$ cat src/rtl/mul32_seq_ctrl.sv
// mul32_seq_ctrl: 32x32 -> 64-bit unsigned multiply built from one 16x16
// multiplier used over four consecutive cycles, with valid/ready on both sides.
// MUL_LAT register stages (0..2) sit between the 16x16 product and the accumulator.
// Optional build macro MUL_SEQ_EARLY_ZERO_EN: a zero operand skips the multiplier
// and goes straight to DONE with prod=0.
//
// state  | meaning
// S_IDLE | waiting for operands, in_ready=1
// S_MUL  | issuing partial products 0..3, then draining the MUL_LAT pipeline
// S_DONE | prod valid, held until out_ready
module mul32_seq_ctrl #(
  parameter int MUL_LAT = 0
) (
  input  logic        clk,
  input  logic        rst,
  input  logic        in_valid,
  output logic        in_ready,
  input  logic [31:0] a,
  input  logic [31:0] b,
  output logic        out_valid,
  input  logic        out_ready,
  output logic [63:0] prod,
  output logic        busy
);

  typedef enum logic [1:0] {S_IDLE, S_MUL, S_DONE} state_t;

  // The last partial product is issued at count 3 and reaches the accumulator
  // MUL_LAT cycles later.
  localparam logic [2:0] LAST_CNT = 3'(3 + MUL_LAT);

  state_t      state_q, state_d;
  logic [2:0]  cnt_q, cnt_d;
  logic [31:0] a_q, a_d, b_q, b_d;
  logic [63:0] acc_q, acc_d;

  logic        issue;
  logic [1:0]  issue_step;
  logic [15:0] mul_x, mul_y;
  logic [31:0] mul_p;
  logic        em_v;
  logic [1:0]  em_step;
  logic [31:0] em_pp;
  logic [63:0] addend;

  // Operand select for the shared 16x16 multiplier: bit 0 of the step picks aH, bit 1 picks bH.
  always_comb begin
    issue      = (state_q == S_MUL) && (cnt_q < 3'd4);
    issue_step = cnt_q[1:0];
    mul_x      = issue_step[0] ? a_q[31:16] : a_q[15:0];
    mul_y      = issue_step[1] ? b_q[31:16] : b_q[15:0];
    mul_p      = 32'(mul_x) * 32'(mul_y);
  end

  generate
    if (MUL_LAT == 0) begin : g_nolat
      // Product feeds the accumulator in the cycle it is issued.
      always_comb begin
        em_v    = issue;
        em_step = issue_step;
        em_pp   = mul_p;
      end
    end else begin : g_lat
      logic        pv_q [MUL_LAT];
      logic [1:0]  ps_q [MUL_LAT];
      logic [31:0] pp_q [MUL_LAT];

      // Valid bits of the product pipeline; cleared on reset so an aborted product never lands.
      always_ff @(posedge clk) begin
        if (rst) begin
          for (int i = 0; i < MUL_LAT; i++) pv_q[i] <= 1'b0;
        end else begin
          pv_q[0] <= issue;
          for (int i = 1; i < MUL_LAT; i++) pv_q[i] <= pv_q[i-1];
        end
      end

      // Data side of the product pipeline, qualified by the valid bits above.
      always_ff @(posedge clk) begin
        ps_q[0] <= issue_step;
        pp_q[0] <= mul_p;
        for (int i = 1; i < MUL_LAT; i++) begin
          ps_q[i] <= ps_q[i-1];
          pp_q[i] <= pp_q[i-1];
        end
      end

      // Pipeline tail presented to the accumulator.
      always_comb begin
        em_v    = pv_q[MUL_LAT-1];
        em_step = ps_q[MUL_LAT-1];
        em_pp   = pp_q[MUL_LAT-1];
      end
    end
  endgenerate

  // Align the emerging partial product: step 0 by 0, steps 1/2 by 16, step 3 by 32.
  always_comb begin
    case (em_step)
      2'd0:    addend = {32'b0, em_pp};
      2'd3:    addend = {em_pp, 32'b0};
      default: addend = {16'b0, em_pp, 16'b0};
    endcase
  end

  // Next-state, operand capture and accumulation.
  always_comb begin
    state_d = state_q;
    cnt_d   = cnt_q;
    a_d     = a_q;
    b_d     = b_q;
    acc_d   = em_v ? (acc_q + addend) : acc_q;
    case (state_q)
      S_IDLE: begin
        if (in_valid) begin
          a_d     = a;
          b_d     = b;
          acc_d   = 64'b0;
          cnt_d   = 3'd0;
          state_d = S_MUL;
`ifdef MUL_SEQ_EARLY_ZERO_EN
          if ((a == 32'b0) || (b == 32'b0)) state_d = S_DONE;
`endif
        end
      end
      S_MUL: begin
        if (cnt_q == LAST_CNT) begin
          cnt_d   = 3'd0;
          state_d = S_DONE;
        end else begin
          cnt_d = cnt_q + 3'd1;
        end
      end
      S_DONE: begin
        if (out_ready) state_d = S_IDLE;
      end
      default: state_d = S_IDLE;
    endcase
  end

  // State registers with synchronous reset.
  always_ff @(posedge clk) begin
    if (rst) begin
      state_q <= S_IDLE;
      cnt_q   <= 3'd0;
      a_q     <= 32'b0;
      b_q     <= 32'b0;
      acc_q   <= 64'b0;
    end else begin
      state_q <= state_d;
      cnt_q   <= cnt_d;
      a_q     <= a_d;
      b_q     <= b_d;
      acc_q   <= acc_d;
    end
  end

  // Handshake and status outputs decoded from the state.
  always_comb begin
    in_ready  = (state_q == S_IDLE);
    out_valid = (state_q == S_DONE);
    busy      = (state_q != S_IDLE);
    prod      = acc_q;
  end

endmodule
$ cat config.mk
export PLATFORM = sky130hd
export DESIGN_NAME = mul32_seq_ctrl
export DESIGN_NICKNAME = d
export VERILOG_FILES = /design/src/rtl/mul32_seq_ctrl.sv
export SDC_FILE = /design/constraint.sdc
export NUM_CORES = 1
export LEC_CHECK = 0
export CAP_MARGIN = 25
export CORE_ASPECT_RATIO = 0.6
export CORE_MARGIN = 4
export CORE_UTILIZATION = 44
export DETAILED_ROUTE_END_ITERATION = 10
export PLACE_DENSITY = 0.73
export SYNTH_ARGS = -nofsm -noshare
export SYNTH_HDL_FRONTEND = slang
export SYNTH_SLANG_ARGS = --single-unit
$ cat constraint.sdc
create_clock -name clk -period 21.7 [get_ports clk]
set_input_delay 4.34 -clock clk [delete_from_list [all_inputs] [get_ports clk]]
set_output_delay 4.34 -clock clk [all_outputs]
set_load 0.02 [all_outputs]
# ---- After elaboration in Yosys (flattened, before gate mapping)
# Index checks and enable logic that the tools add are counted.
dict set report totals {
  register_bits 133
  input_bits 68
  out_inout_bits 67
  word_cells 37
}
dict set report op_classes {
  n_addsub 2
  multipliers 1
  order_cmp 1
  eq_ne 7
  muxes 13
  reduce_logical 8
}
# operator count
set op_table {}
lappend op_table {{64-bit 2-to-1 mux} 3}
lappend op_table {{64-bit case mux with 2 select lines} 1}
lappend op_table {{64-bit adder} 1}
lappend op_table {{16-bit by 16-bit multiplier with 32-bit output} 1}
lappend op_table {{16-bit 2-to-1 mux} 2}
lappend op_table {{2-bit 2-to-1 mux} 3}
lappend op_table {{3-bit 2-to-1 mux} 2}
lappend op_table {{2-bit case mux with 3 select lines} 1}
lappend op_table {{3-bit case mux with 2 select lines} 1}
lappend op_table {{2-bit == test (second input constant)} 2}
lappend op_table {{2-bit zero test} 2}
lappend op_table {{2-bit by 1-bit inequality test with 1-bit output (second input constant)} 2}
lappend op_table {{2-bit AND reduction} 2}
lappend op_table {{2-bit nonzero test} 2}
lappend op_table {{3-bit by 1-bit adder with 3-bit output (second input constant)} 1}
lappend op_table {{3-bit by 2-bit == test with 1-bit output (second input constant)} 1}
lappend op_table {{3-bit < comparator (second input constant)} 1}
lappend op_table {{3-bit AND reduction} 1}
lappend op_table {{2-bit by 1-bit == test with 1-bit output (second input constant)} 1}
lappend op_table {{2-bit inequality test (second input constant)} 1}
lappend op_table {{1-bit logical AND} 1}

# ---- Logic depth before layout (Yosys ltp)
dict set report logic_depth {
  depth_word 7
  depth_mapped 41
  mapped_depth_nobuf 37
}

# ---- Worst setup path before layout
# Ideal clock, no wire load.
dict set report synth_timing {
  path_type {reg-to-reg}
  startpoint {register cnt_q[0]}
  endpoint {register acc_q[62], in the netlist prod[62]}
  arrival_time_ps 9634
  path_slack_ps 12004
  stages_incl_launch_ff 39
  path_buffers 4
  path_cell_list {dfxtp_1 > clkbuf_1 > clkbuf_1 > buf_1 > mux2i_1 > nor2_1 > fa_1 > inv_1 > fa_1 > inv_1 > fa_1 > fa_1 > fa_1 > inv_1 > fa_1 > inv_1 > ha_1 > a211oi_1 > [... 3 more ...] > nor2_1 > a21o_1 > a21o_1 > a21oi_1 > xnor2_1 > a22o_1 > ha_1 > clkbuf_1 > and3_2 > a221o_1 > a221o_1 > a21oi_1 > o21a_1 > o21ai_0 > a311oi_1 > nor4_1 > or3_1 > nand3_1}
}
dict set report synth_via {
  elab_chain_cells 7
  word_cells_on_any_way 11
}
# element line
set synth_rtl {}
lappend synth_rtl {{from (decl)} 33} ;# logic [2:0] cnt_q, cnt_d;
lappend synth_rtl {{from (signal assigned)} 151} ;# cnt_q <= cnt_d;
lappend synth_rtl {{16-bit 2-to-1 mux} 50} ;# mul_x = issue_step[0] ? a_q[31:16] : a_q[15:0];
lappend synth_rtl {{16-bit by 16-bit multiplier with 32-bit output} 52} ;# mul_p = 32'(mul_x) * 32'(mul_y);
lappend synth_rtl {{64-bit case mux with 2 select lines} 99} ;# case (em_step)
lappend synth_rtl {{64-bit adder} 112} ;# acc_d = em_v ? (acc_q + addend) : acc_q;
lappend synth_rtl {{64-bit 2-to-1 mux *} 112}
lappend synth_rtl {{64-bit 2-to-1 mux} 115} ;# if (in_valid) begin
lappend synth_rtl {{64-bit 2-to-1 mux *} 113} ;# case (state_q)
lappend synth_rtl {{to (signal assigned)} 148} ;# acc_q <= 64'b0;
lappend synth_rtl {{to (signal assigned)} 154} ;# acc_q <= acc_d;
lappend synth_rtl {{to (decl)} 35} ;# logic [63:0] acc_q, acc_d;
# Every way passes the cells marked *; elsewhere a longest branch is shown, timed or not.
# A chain may end at the register's enable or synchronous reset.

# ---- Worst setup path after layout
dict set report layout_timing {
  startpoint {register cnt_q[1]}
  endpoint {register acc_q[60], in the netlist prod[60]}
}
dict set report layout_via {
  elab_chain_cells 7
  word_cells_on_any_way 11
}
# element line
set layout_rtl {}
lappend layout_rtl {{16-bit 2-to-1 mux} 51} ;# mul_y = issue_step[1] ? b_q[31:16] : b_q[15:0];
lappend layout_rtl {{16-bit by 16-bit multiplier with 32-bit output} 52}
lappend layout_rtl {{64-bit case mux with 2 select lines} 99}
lappend layout_rtl {{64-bit adder} 112}
lappend layout_rtl {{64-bit 2-to-1 mux *} 112}
lappend layout_rtl {{64-bit 2-to-1 mux} 115}
lappend layout_rtl {{64-bit 2-to-1 mux *} 113}
# Marks and branches as above.

==> metrics.log <==
[metrics] vias in the first global route: 15,506
[metrics] detailed-route wire length per cell: 20.5 um
[metrics] share of flip-flops with an asynchronous set or reset after synthesis: 0%
[metrics] core area: 39,200 um2
[metrics] mean post-synth cell area: 7.93 um2
[metrics] detailed-route DRC error count: 0
[metrics] ratio of cells with drive above 1 in the final layout: 4.78%
[metrics] Final HPWL DP: 46.7 mm
[metrics] count of non-filler cells in the finished layout: 2,823
[metrics] global-route wire length before repair: 88.7 mm
[metrics] worst hold path class: flip-flop to flip-flop
[metrics] depth of the worst register-to-register path: 35
[metrics] yosys synthesis warning count: 0
[metrics] floorplan die area: 43,200 um2
[metrics] status: finished, final reports clean
[metrics] placer congestion estimate: 1.01
[metrics] Required @ worst endpoint: 22.05 ns
[metrics] share of the synthesized area in the top cell type: 22.3%
[metrics] most repeated library cell on the critical path: fa_1
[metrics] Final Hold Vio Count: 0
[metrics] length of the first detailed-routing pass in iterations: 6
[metrics] clock tree from TritonCTS: built
[metrics] count of buffers added by post-CTS timing repair for setup: 0
[metrics] CP arrival: 11.40 ns
[metrics] ys flop type: dfxtp_1
[metrics] Leak: 9.03 nW
[metrics] final critical-path required period: 11.05 ns
[metrics] final antenna-violating net count: 0
[metrics] startpoint types: flip-flop
[metrics] highest achievable clock rate: 0.0905 GHz
[metrics] number of sinks handled by clock tree synthesis: 133
[metrics] peak fanout along the critical path: 19
[metrics] CTS resizes: 0
[metrics] biggest area contributors in the synthesized netlist: fa_1, dfxtp_1, ha_1, nand2_1, a21oi_1
[metrics] # diodes: 0
[metrics] cell area after technology mapping: 17,500 um2
[metrics] die boundary width: 266 um
[metrics] # port buffers: 134
[metrics] wire length after detailed routing: 57.8 mm
[metrics] maximum clock insertion buffer count: 2
[metrics] Cell variety after synth: 80
[metrics] gate count of the mapped netlist: 2,208
[metrics] final count of negative-setup-slack endpoints: 0
[metrics] buffer cell driving the clock tree root: clkbuf_16
[metrics] cts bufs inserted: 17
[metrics] kind of capture point of the worst setup path: flip-flop
[metrics] total power draw: 838 uW
[metrics] pins over their slew limit: 0
[metrics] Net count, final: 2,721
[metrics] fraction of the core area covered by cells at the end of the flow: 50.7%
[metrics] htree depth: 4
[metrics] All-Layer GR Usage: 26.5%
[metrics] number of cell rows: 56
[metrics] Slowest-stage cell, CP: dfxtp_1
[metrics] post-placement cell count: 2,790
[metrics] Post-synth EDFFs: 0
[metrics] gr ovfl total: 0
[metrics] Clk Latency, worst-skew pair: 0.46 ns
[metrics] Cells on Worst Hold Path: 2
[metrics] Mapped Nets: 2,641
[metrics] height of the die: 163 um
[metrics] post-synthesis sequential area ratio: 15.2%
[metrics] area growth from synthesis to final layout: 13.5%
[metrics] critical path start-end classification: flip-flop to flip-flop
[metrics] Synth area leader: fa_1
[metrics] RSZ-0062 raised after global routing: false
[metrics] First DRT Iteration DRCs: 1,761
[metrics] post-DR vias/cell: 5.73
[metrics] final-layout setup total negative slack: 0 ns
[metrics] power density over cell area: 42.2 nW/um2
[metrics] via count: 16,164
[metrics] Slew Limit Headroom: 27.8%
[metrics] maximum vdd ir drop: 0.0522 mV
[metrics] synthesized flop and latch total: 133
[metrics] maximum number of pins on one net before global-route repair: 70
[metrics] hold-fix buffer count after cts: 0
[metrics] most common library cells after synthesis: nand2_1, inv_1, a21oi_1, fa_1, nor2_1
[metrics] top-level port count: 135
[metrics] clock edge transition at the registers on the reported setup and hold paths: 0.07 ns
[metrics] Fin Clk Skew: 0.0188 ns
[metrics] maximum single-stage delay on the critical path: 0.78 ns
[metrics] effective utilization at floorplan: 44.7%
[metrics] Period Utilization, post-route: 50.9%
[metrics] antenna violations before repair: 0
[metrics] count leader, synth: nand2_1
[metrics] transition time at the pin with the least slew margin: 1.08 ns
[metrics] maximum capacitance violations: 0
final timing paths:
check / from / slack (ns) / end
setup reg to reg: cnt_q[1] / 10.65 / prod[60]
hold / removal: b_q[21] / 0.47 / b_q[21]
setup / recovery: cnt_q[1] / 10.65 / prod[60]
hold reg to reg: b_q[21] / 0.47 / b_q[21]
layout by cell type (no fill, tap or decap), drive strengths merged, types with 23 or more instances in the layout:
cell type      synthesis  layout
fa                   195     195
xnor2                 55      55
inv                  250     255
a21o                  42      42
mux2                  29      29
o21ai                 77      77
nand4                 23      23
buf                   23      26
nor2                 190     190
nand2                419     419
a21oi                202     202
ha                   170     170
mux2i                 33      33
dfxtp                133     133
and2                  32      32
a22o                  25      25
xor2                  24      24
clkdlybuf4s50          0     133
cells by family after synthesis:
group | count (synthesis) | synth area share (%)
AND/OR/NAND/NOR | 765 | 18.6
multiplexers | 62 | 3.75
XOR/XNOR | 79 | 3.95
AO/OA/AOI/OAI | 455 | 16.0
adder cells (fa/ha/maj) | 365 | 34.4
flip-flops | 133 | 15.2
buffers and inverters | 349 | 8.07
sequential cells by signal, summed over array words and instances (netlist names):
register,flops
state_q,2
b_q,32
prod,64
a_q,32
cnt_q,3
layer usage:
metal  up-vias  share of wire [%]  global-route usage, %
met5         -                  0                      0
met4         0                1.9                   5.61
met3        95                 13                   10.8
met2       833                 40                   36.8
met1      7810                 45                   38.4
li1       7426                  -                      -
power by group:
group          switching, mW  leakage, nW  internal, mW
Sequential           0.00974         1.08         0.253
Clock                  0.141        0.304         0.187
Combinational          0.160         7.64        0.0870
metrics by stage:
stage	hold slack, ns	instance area, um2	setup slack [ns]
finish	0.467	19900	10.65
global route	0.475	19900	10.22
CTS	0.466	19900	10.97
detailed placement	0.457	19200	11.00
global placement	0.449	19200	11.06
floorplan	0.433	17500	12.00
final cells by class:
class	instances	area [um2]
clock inverters	14	188
flip-flops and latches	133	2660
fillers	3644	19300
clock buffers	18	439
repair buffers	159	1530
well taps	522	653
multi-input cells	1726	13500
inverters	251	942
critical path: cells and delay by family (launching register included):
kind	cells	cell delay, ns
buffers and inverters	6	0.88
AND/OR/NAND/NOR	6	0.98
AO/OA/AOI/OAI	12	3.70
multiplexers	2	0.41
adder cells (fa/ha/maj)	8	3.76
XOR/XNOR	1	0.36
flip-flops	1	0.78
Note: power is estimated with default switching activity, not from simulation.
